File: src/rtl/sobol_gen_par_pkg.sv
// Shared defaults, FSM state type and the least-significant-zero helper
// for the parallel Sobol generator.
package sobol_gen_par_pkg;

  localparam int SOBOL_W     = 16;
  localparam int SOBOL_DIMS  = 2;
  localparam int SOBOL_LANES = 4;
  localparam int SOBOL_CNT_W = 32;

  typedef enum logic {
    IDLE = 1'b0,
    RUN  = 1'b1
  } state_e;

  // Bit position of the lowest zero; 64 when the input is all ones.
  function automatic int lsz(input logic [63:0] idx);
    int pos;
    pos = 64;
    for (int i = 63; i >= 0; i--) begin
      if (!idx[i]) pos = i;
    end
    return pos;
  endfunction

endpackage

File: src/rtl/sobol_gen_par_if.sv
// Output beat stream of the Sobol generator: valid/ready with data and last.
// The master holds data/last stable while valid is high and ready is low.
interface sobol_gen_par_if #(
  parameter int W     = 16,
  parameter int DIMS  = 2,
  parameter int LANES = 4
);
  logic                      out_valid;
  logic                      out_ready;
  logic [LANES*DIMS*W-1:0]   out_data;
  logic                      out_last;

  modport master (output out_valid, output out_data, output out_last, input out_ready);
  modport slave  (input out_valid, input out_data, input out_last, output out_ready);
endinterface

File: src/rtl/sobol_gen_par_dv_store.sv
// Direction-vector register file: DIMS*W entries of W bits, van der Corput at reset.
// Writes land one cycle after the strobe; reads are a flat combinational bus.
module sobol_dv_store #(
  parameter int W    = 16,
  parameter int DIMS = 2,
  localparam int N   = DIMS * W,
  localparam int AW  = (N > 1) ? $clog2(N) : 1
) (
  input  logic                clk,
  input  logic                rst_n,
  input  logic                we,
  input  logic [AW-1:0]       addr,
  input  logic [W-1:0]        wdata,
  output logic [N-1:0][W-1:0] v_all
);

  logic [W-1:0] v_q [N];
  logic [W-1:0] v_d [N];

  always_comb begin
    for (int i = 0; i < N; i++) v_d[i] = v_q[i];
    if (we && (int'(addr) < N)) v_d[addr] = wdata;
  end

  always_ff @(posedge clk or negedge rst_n) begin
    if (!rst_n) begin
      for (int i = 0; i < N; i++) v_q[i] <= W'(1) << (W - 1 - (i % W));
    end else begin
      for (int i = 0; i < N; i++) v_q[i] <= v_d[i];
    end
  end

  always_comb begin
    for (int i = 0; i < N; i++) v_all[i] = v_q[i];
  end

endmodule

File: src/rtl/sobol_gen_par.sv
// Multi-lane Sobol point generator: LANES Gray-order points x DIMS dims per beat.
// First beat one cycle after start; beats held under backpressure, full rate when ready.
module sobol_gen_par
  import sobol_gen_par_pkg::*;
#(
  parameter int W     = SOBOL_W,
  parameter int DIMS  = SOBOL_DIMS,
  parameter int LANES = SOBOL_LANES,
  parameter int CNT_W = SOBOL_CNT_W,
  localparam int AW   = (DIMS * W > 1) ? $clog2(DIMS * W) : 1,
  localparam int IW   = (W > 1) ? $clog2(W) : 1
) (
  input  logic                  clk,
  input  logic                  rst_n,
  input  logic                  start,
  input  logic                  abort,
  input  logic [CNT_W-1:0]      num_beats,
  input  logic                  cfg_we,
  input  logic [AW-1:0]         cfg_addr,
  input  logic [W-1:0]          cfg_data,
  sobol_gen_par_if.master       out_if,
  output logic                  busy,
  output logic                  done
);

  state_e                             state_q, state_d;
  logic [CNT_W-1:0]                   idx_q, idx_d;
  logic [CNT_W-1:0]                   beat_q, beat_d;
  logic [CNT_W-1:0]                   nb_q, nb_d;
  logic [DIMS-1:0][W-1:0]             x_q, x_d;
  logic                               valid_q, valid_d;
  logic [LANES-1:0][DIMS-1:0][W-1:0]  data_q, data_d;
  logic                               last_q, last_d;
  logic                               done_q, done_d;

  logic [DIMS-1:0][W-1:0][W-1:0]      v_all;
  logic [LANES-1:0][DIMS-1:0][W-1:0]  lane;
  logic [CNT_W-1:0]                   base_idx;
  logic [CNT_W-1:0]                   beat_no;
  logic [CNT_W-1:0]                   nb_eff;
  logic [W-1:0]                       prev;
  logic [W-1:0]                       term;
  logic [IW-1:0]                      c_idx;
  int                                 c;
  logic                               fresh;
  logic                               adv;

  sobol_dv_store #(.W(W), .DIMS(DIMS)) u_dv_store (
    .clk   (clk),
    .rst_n (rst_n),
    .we    (cfg_we && (state_q == IDLE)),
    .addr  (cfg_addr),
    .wdata (cfg_data),
    .v_all (v_all)
  );

  assign fresh = (state_q == IDLE) && start && !abort;
  assign adv   = (state_q == RUN) && valid_q && out_if.out_ready && !abort;

  // A new run starts its chain from x_0 = 0 at index 0, not from stale state.
  always_comb begin
    base_idx = fresh ? '0 : idx_q;
    prev     = '0;
    term     = '0;
    c        = 0;
    c_idx    = '0;
    lane     = '0;
    for (int d = 0; d < DIMS; d++) begin
      prev = fresh ? '0 : x_q[d];
      for (int j = 0; j < LANES; j++) begin
        c     = lsz(64'(base_idx + CNT_W'(j)));
        c_idx = c[IW-1:0];
        term  = (c < W) ? v_all[d][c_idx] : '0;
        prev  = prev ^ term;
        lane[j][d] = prev;
      end
    end
  end

  always_comb begin
    state_d = state_q;
    idx_d   = idx_q;
    beat_d  = beat_q;
    nb_d    = nb_q;
    x_d     = x_q;
    valid_d = valid_q;
    data_d  = data_q;
    last_d  = last_q;
    done_d  = 1'b0;
    beat_no = fresh ? '0 : beat_q + CNT_W'(1);
    nb_eff  = fresh ? num_beats : nb_q;
    if (abort) begin
      state_d = IDLE;
      valid_d = 1'b0;
      last_d  = 1'b0;
      idx_d   = '0;
      beat_d  = '0;
      x_d     = '0;
    end else if (fresh || (adv && !last_q)) begin
      state_d = RUN;
      valid_d = 1'b1;
      data_d  = lane;
      x_d     = lane[LANES-1];
      idx_d   = base_idx + CNT_W'(LANES);
      beat_d  = beat_no;
      nb_d    = nb_eff;
      last_d  = (nb_eff != '0) && (beat_no == nb_eff - CNT_W'(1));
    end else if (adv) begin
      state_d = IDLE;
      valid_d = 1'b0;
      last_d  = 1'b0;
      done_d  = 1'b1;
    end
  end

  always_ff @(posedge clk or negedge rst_n) begin
    if (!rst_n) begin
      state_q <= IDLE;
      idx_q   <= '0;
      beat_q  <= '0;
      nb_q    <= '0;
      x_q     <= '0;
      valid_q <= 1'b0;
      data_q  <= '0;
      last_q  <= 1'b0;
      done_q  <= 1'b0;
    end else begin
      state_q <= state_d;
      idx_q   <= idx_d;
      beat_q  <= beat_d;
      nb_q    <= nb_d;
      x_q     <= x_d;
      valid_q <= valid_d;
      data_q  <= data_d;
      last_q  <= last_d;
      done_q  <= done_d;
    end
  end

  assign out_if.out_valid = valid_q;
  assign out_if.out_data  = data_q;
  assign out_if.out_last  = last_q;
  assign busy             = (state_q == RUN);
  assign done             = done_q;

endmodule
File: src/flat_wrapper.sv
// flat-port wrapper written by rule: the top's interface ports become plain ports
module sobol_gen_par_flat import sobol_gen_par_pkg::*;
#(
  parameter int W     = SOBOL_W,
  parameter int DIMS  = SOBOL_DIMS,
  parameter int LANES = SOBOL_LANES,
  parameter int CNT_W = SOBOL_CNT_W,
  localparam int AW   = (DIMS * W > 1) ? $clog2(DIMS * W) : 1,
  localparam int IW   = (W > 1) ? $clog2(W) : 1
)
  (clk, rst_n, start, abort, num_beats, cfg_we, cfg_addr, cfg_data, busy, done, out_if_out_valid, out_if_out_data, out_if_out_last, out_if_out_ready);
  sobol_gen_par_if #(.W(W), .DIMS(DIMS), .LANES(LANES)) out_if_i ();
  input  logic clk;
  input  logic rst_n;
  input  logic start;
  input  logic abort;
  input  logic [CNT_W-1:0] num_beats;
  input  logic cfg_we;
  input  logic [AW-1:0] cfg_addr;
  input  logic [W-1:0] cfg_data;
  output logic busy;
  output logic done;
  output wire logic [$bits(out_if_i.out_valid)-1:0] out_if_out_valid;
  output wire logic [$bits(out_if_i.out_data)-1:0] out_if_out_data;
  output wire logic [$bits(out_if_i.out_last)-1:0] out_if_out_last;
  input wire logic [$bits(out_if_i.out_ready)-1:0] out_if_out_ready;
  assign out_if_out_valid = out_if_i.out_valid;
  assign out_if_out_data = out_if_i.out_data;
  assign out_if_out_last = out_if_i.out_last;
  assign out_if_i.out_ready = out_if_out_ready;
  sobol_gen_par #(.W(W), .DIMS(DIMS), .LANES(LANES), .CNT_W(CNT_W)) u_core (.clk(clk), .rst_n(rst_n), .start(start), .abort(abort), .num_beats(num_beats), .cfg_we(cfg_we), .cfg_addr(cfg_addr), .cfg_data(cfg_data), .out_if(out_if_i), .busy(busy), .done(done));
endmodule
File: config.mk
export PLATFORM = sky130hd
export DESIGN_NAME = sobol_gen_par_flat
export DESIGN_NICKNAME = d
export VERILOG_FILES = /design/src/rtl/sobol_gen_par_pkg.sv /design/src/rtl/sobol_gen_par_if.sv /design/src/rtl/sobol_gen_par_dv_store.sv /design/src/rtl/sobol_gen_par.sv /design/src/flat_wrapper.sv
export SDC_FILE = /design/constraint.sdc
export NUM_CORES = 2
export LEC_CHECK = 0
export BUFFER_PORTS_ARGS = -buffer_cell sky130_fd_sc_hd__buf_2
export CAP_MARGIN = 20
export CORE_MARGIN = 2
export CORE_UTILIZATION = 31
export CTS_CLUSTER_SIZE = 25
export DETAILED_ROUTE_END_ITERATION = 8
export MAX_ROUTING_LAYER = met4
export SLEW_MARGIN = 20
export SYNTH_ARGS = -nofsm -noshare
export SYNTH_HDL_FRONTEND = slang
export SYNTH_SLANG_ARGS = --single-unit
File: constraint.sdc
create_clock -name clk -period 14.2 [get_ports clk]
set_clock_uncertainty 0.2 [all_clocks]
set_input_delay 0.71 -clock clk [delete_from_list [all_inputs] [get_ports clk]]
set_output_delay 0.71 -clock clk [all_outputs]
set_load 0.005 [all_outputs]
==> flow_metrics.tcl <==
set metrics [dict create \
    setup_viol 0 \
    timing.final.ws_setup_ps 5140 \
    grt_pass1_vias 49500 \
    netlist_area_um2 55000 \
    ys_seq_area_share_pct 35.2 \
    whs_ps 48.7 \
    synth-edff-count 0 \
    drtAntennaViolNets 0 \
    gp_congestion 1.01 \
    crit_fanout 119 \
    crit_family "simple AND/OR/NAND/NOR gates" \
    gr-total-overflow 0 \
    io_pins 191 \
    rows 154 \
    switching_share_pct 37.5 \
    port_buffers 190 \
    drc 0 \
    power.share.sequential_pct 41.6 \
    power_leakage_nw 24.0 \
    fmax_mhz 110 \
    grt_usage_pct 27.4 \
    p_sw_w 0.00304 \
    tns_ps 0 \
    die-area_um2 181000 \
    n_fill_cell 18100 \
    final_util_pct 34.5 \
    rr_endpoint "u_core.x_q[21]$_DFFE_PN0P_" \
    place_ws_ps 4840 \
    grt_antenna_before_repair 26 \
    power.internal_w 0.00507 \
    cp_data_arrival_time_ps 9420 \
    start_util_pct 31.2 \
    rsz0062_at_grt "false" \
    end_kind "flip-flop" \
    path_cells "or3b_4 -> buf_4 -> nand2_1 -> ha_4 -> nand2b_1 -> nor4_1 -> xnor2_1 -> a211oi_1 -> nand3b_1 -> nor4b_1 -> o211ai_1 -> a31oi_4 -> buf_12 -> buf_4 -> mux2i_1 -> nor2_1 -> or3_1 -> nand3_1 -> xnor2_1 -> o21ai_1" \
    power.density_nw_per_um2 133 \
    die_w_um 425 \
    syn-mean-instance-area_um2 8.91 \
    drive_gt1_share_pct 19.5 \
    yosysWarnings 0 \
    ff2ff_setup_slack_ps 5140 \
    worst_slew_pin_slew_ps 1250 \
    core-area_um2 176000 \
    crit_path_top_delay_cell "nor4_1" \
    clkPwrFrac_pct 28.9 \
    synth_cell_types 107 \
    drv_slew 0 \
    critPathCapture "u_core.x_q[21]$_DFFE_PN0P_" \
    startpoint_type "flip-flop" \
    die_y_um 425 \
    wirelength_mm 250 \
    relSlewSlack_pct 16.1 \
    crit_start "u_core.out_if.out_valid$_DFFE_PN0P_" \
    grt_pass1_wl_mm 356 \
    period_share_pct 63.8 \
    cts_resized 0 \
    cap_violations 0 \
    required_ps 14560 \
    first_pass_iters 7 \
    clk_pin_slew_ps 60 \
    cts_buffers 83 \
    outcome "completed" \
    syn_inst 6176 \
    cts-htree-levels 3 \
    tritoncts "built" \
    worst-path-buf-inv 3 \
    vias_per_cell 6.24 \
    pwr-share-comb_pct 29.4 \
    nets 6104 \
    yosys_most_used_dff "dfrtp_1" \
    hold_path_class "in2reg" \
    cts_sinks 771 \
    power_w 0.00811 \
    worstRegToRegCells 20 \
    drt_iter0_drc 7935 \
    synth-seq-cells 771 \
    dpl.hpwl_mm 154 \
    insertion_delay_ps 740 \
    syn_to_final_growth_pct 10.5 \
    crit_cells 20 \
    cts_root_buffer "clkbuf_16" \
    grt_start_max_net_pins 183 \
    synthArstFlopShare_pct 100 \
    path_class "reg2reg" \
    hold_viol_final 0 \
    clockBufferDepth 3 \
    cp_slowest_stage_delay_ps 940 \
    r2r-start "u_core.out_if.out_valid$_DFFE_PN0P_" \
    peakVddDrop_mv 0.0999 \
    fin_crit_ps 9060 \
    synth_fp_nets 6241 \
    vias 52900 \
    post_drt_wl_per_cell_um 29.5 \
]
## cell type report
class	count	area, um2	share of cell area (%)
clock inverters	26	320	0.527
repair buffers	312	1990	3.27
diodes	21	52.6	0.0864
flip-flops and latches	771	19300	31.8
well taps	2340	2930	4.82
inverters	45	169	0.278
multi-input cells	4826	33500	55.0
clock buffers	127	2540	4.19
## flip-flops by register name (all words and copies together), names as in the netlist
name	count
u_core.x_q	32
u_core.out_if.out_last	1
u_core.out_if.out_data	128
u_core.u_dv_store.v_all	512
u_core.out_if.out_valid	1
u_core.beat_q	32
u_core.idx_q	32
u_core.done	1
u_core.nb_q	32
## worst reg2reg max path, delay by kind of cell (launching register included)
family	cells	cell delay, ps
flops	1	790
buf+inv	3	2260
fa+ha+maj	1	290
compound gates	4	1190
mux	1	330
simple gates	9	3390
xor+xnor	2	460
## power groups by stage
stage	combinational, W	clock, W	sequential, W
finish	0.00239	0.00235	0.00337
global route	0.00257	0.00246	0.00342
CTS	0.00234	0.00237	0.00333
detailed placement	0.00234	0	0.00337
global placement	0.00229	0	0.00335
floorplan	0.00157	0	0.00312
## timing repair
action | 4_1_cts | 5_1_grt
hold buffers | 2 | 0
buffers inserted | 0 | 0
endpoints found under the hold margin | 70 | 0
endpoints found under the setup margin | 0 | 0
## synthesized netlist by cell type (all sizes together), types with 29 or more instances
master  count  area share [%]
o21ai     305             2.8
xor2      121             1.9
a21oi     221             2.0
nor4       81             1.1
inv        45            0.31
a211oi     61            0.94
and3       48            0.55
dfstp      32             1.5
buf       233             2.4
or3        48            0.55
o22ai      69            0.78
nand3b     65            0.89
o211ai     52            0.72
mux2i     517             9.4
a22oi      76             1.0
clkbuf    301             2.1
o221ai     62             1.0
mux2      569              12
o21a       33            0.45
dfrtp     739              34
nand2     881             6.0
nand3     256             2.4
or4        29            0.40
and2       30            0.34
nor2b      34            0.39
a31oi      76            0.89
nor2      460             3.2
nor3      159             1.5
xnor2     153             2.5
nand4      62            0.74
## layout by cell type (no fill, tap or decap), drive strengths merged, types with 65 or more instances in the layout
| master | instances |
|---|---|
| buf | 310 |
| xor2 | 121 |
| o22ai | 69 |
| o21ai | 305 |
| mux2i | 517 |
| nand3b | 65 |
| a21oi | 221 |
| nand2 | 881 |
| nand3 | 256 |
| a22oi | 76 |
| dfrtp | 739 |
| xnor2 | 153 |
| nor4 | 81 |
| nor3 | 159 |
| mux2 | 569 |
| a31oi | 76 |
| nor2 | 460 |
| clkbuf | 127 |
## through the flow
step	cells	instance area, um2
after global routing	8464	60800
final	8468	60800
after detailed placement	8291	57800
after global placement	8291	57800
after CTS	8446	60700
after floorplan	6176	55000
## how the worst min path moves through the flow
| stage | from | end | slack (ps) | depth (start not counted) |
|---|---|---|---|---|
| 5_1_grt | out_if_out_ready | u_core.out_if.out_valid$_DFFE_PN0P_ | 60 | 2 |
| 4_1_cts | out_if_out_ready | u_core.out_if.out_valid$_DFFE_PN0P_ | 3 | 2 |
| 3_5_place_dp | u_core.x_q[10]$_DFFE_PN0P_ | u_core.x_q[10]$_DFFE_PN0P_ | 270 | 1 |
| 3_3_place_gp | u_core.out_if.out_data[31]$_DFFE_PN0P_ | u_core.out_if.out_data[31]$_DFFE_PN0P_ | 260 | 2 |
| 6_report | out_if_out_ready | u_core.out_if.out_valid$_DFFE_PN0P_ | 50 | 2 |
| 2_1_floorplan | rst_n | u_core.beat_q[0]$_DFFE_PN0P_ | 210 | 0 |
## kinds of logic after synthesis
kind of cell | after synthesis | synth area share (%)
simple gates | 2232 | 19.2
compound gates | 1213 | 14.8
mux | 1096 | 21.5
flops | 771 | 35.2
buf+inv | 579 | 4.72
xor+xnor | 279 | 4.58
fa+ha+maj | 6 | 0.136
## metal layers
layer  vias to the layer above  wire, um  track usage, %
met5                         -         0               -
met4                         0     16700            16.3
met3                       989     30800            8.66
met2                      3697    105000            38.7
met1                     25900     97600            34.0
li1                      22200         -               -
Note: power is estimated with default switching activity, not from simulation.
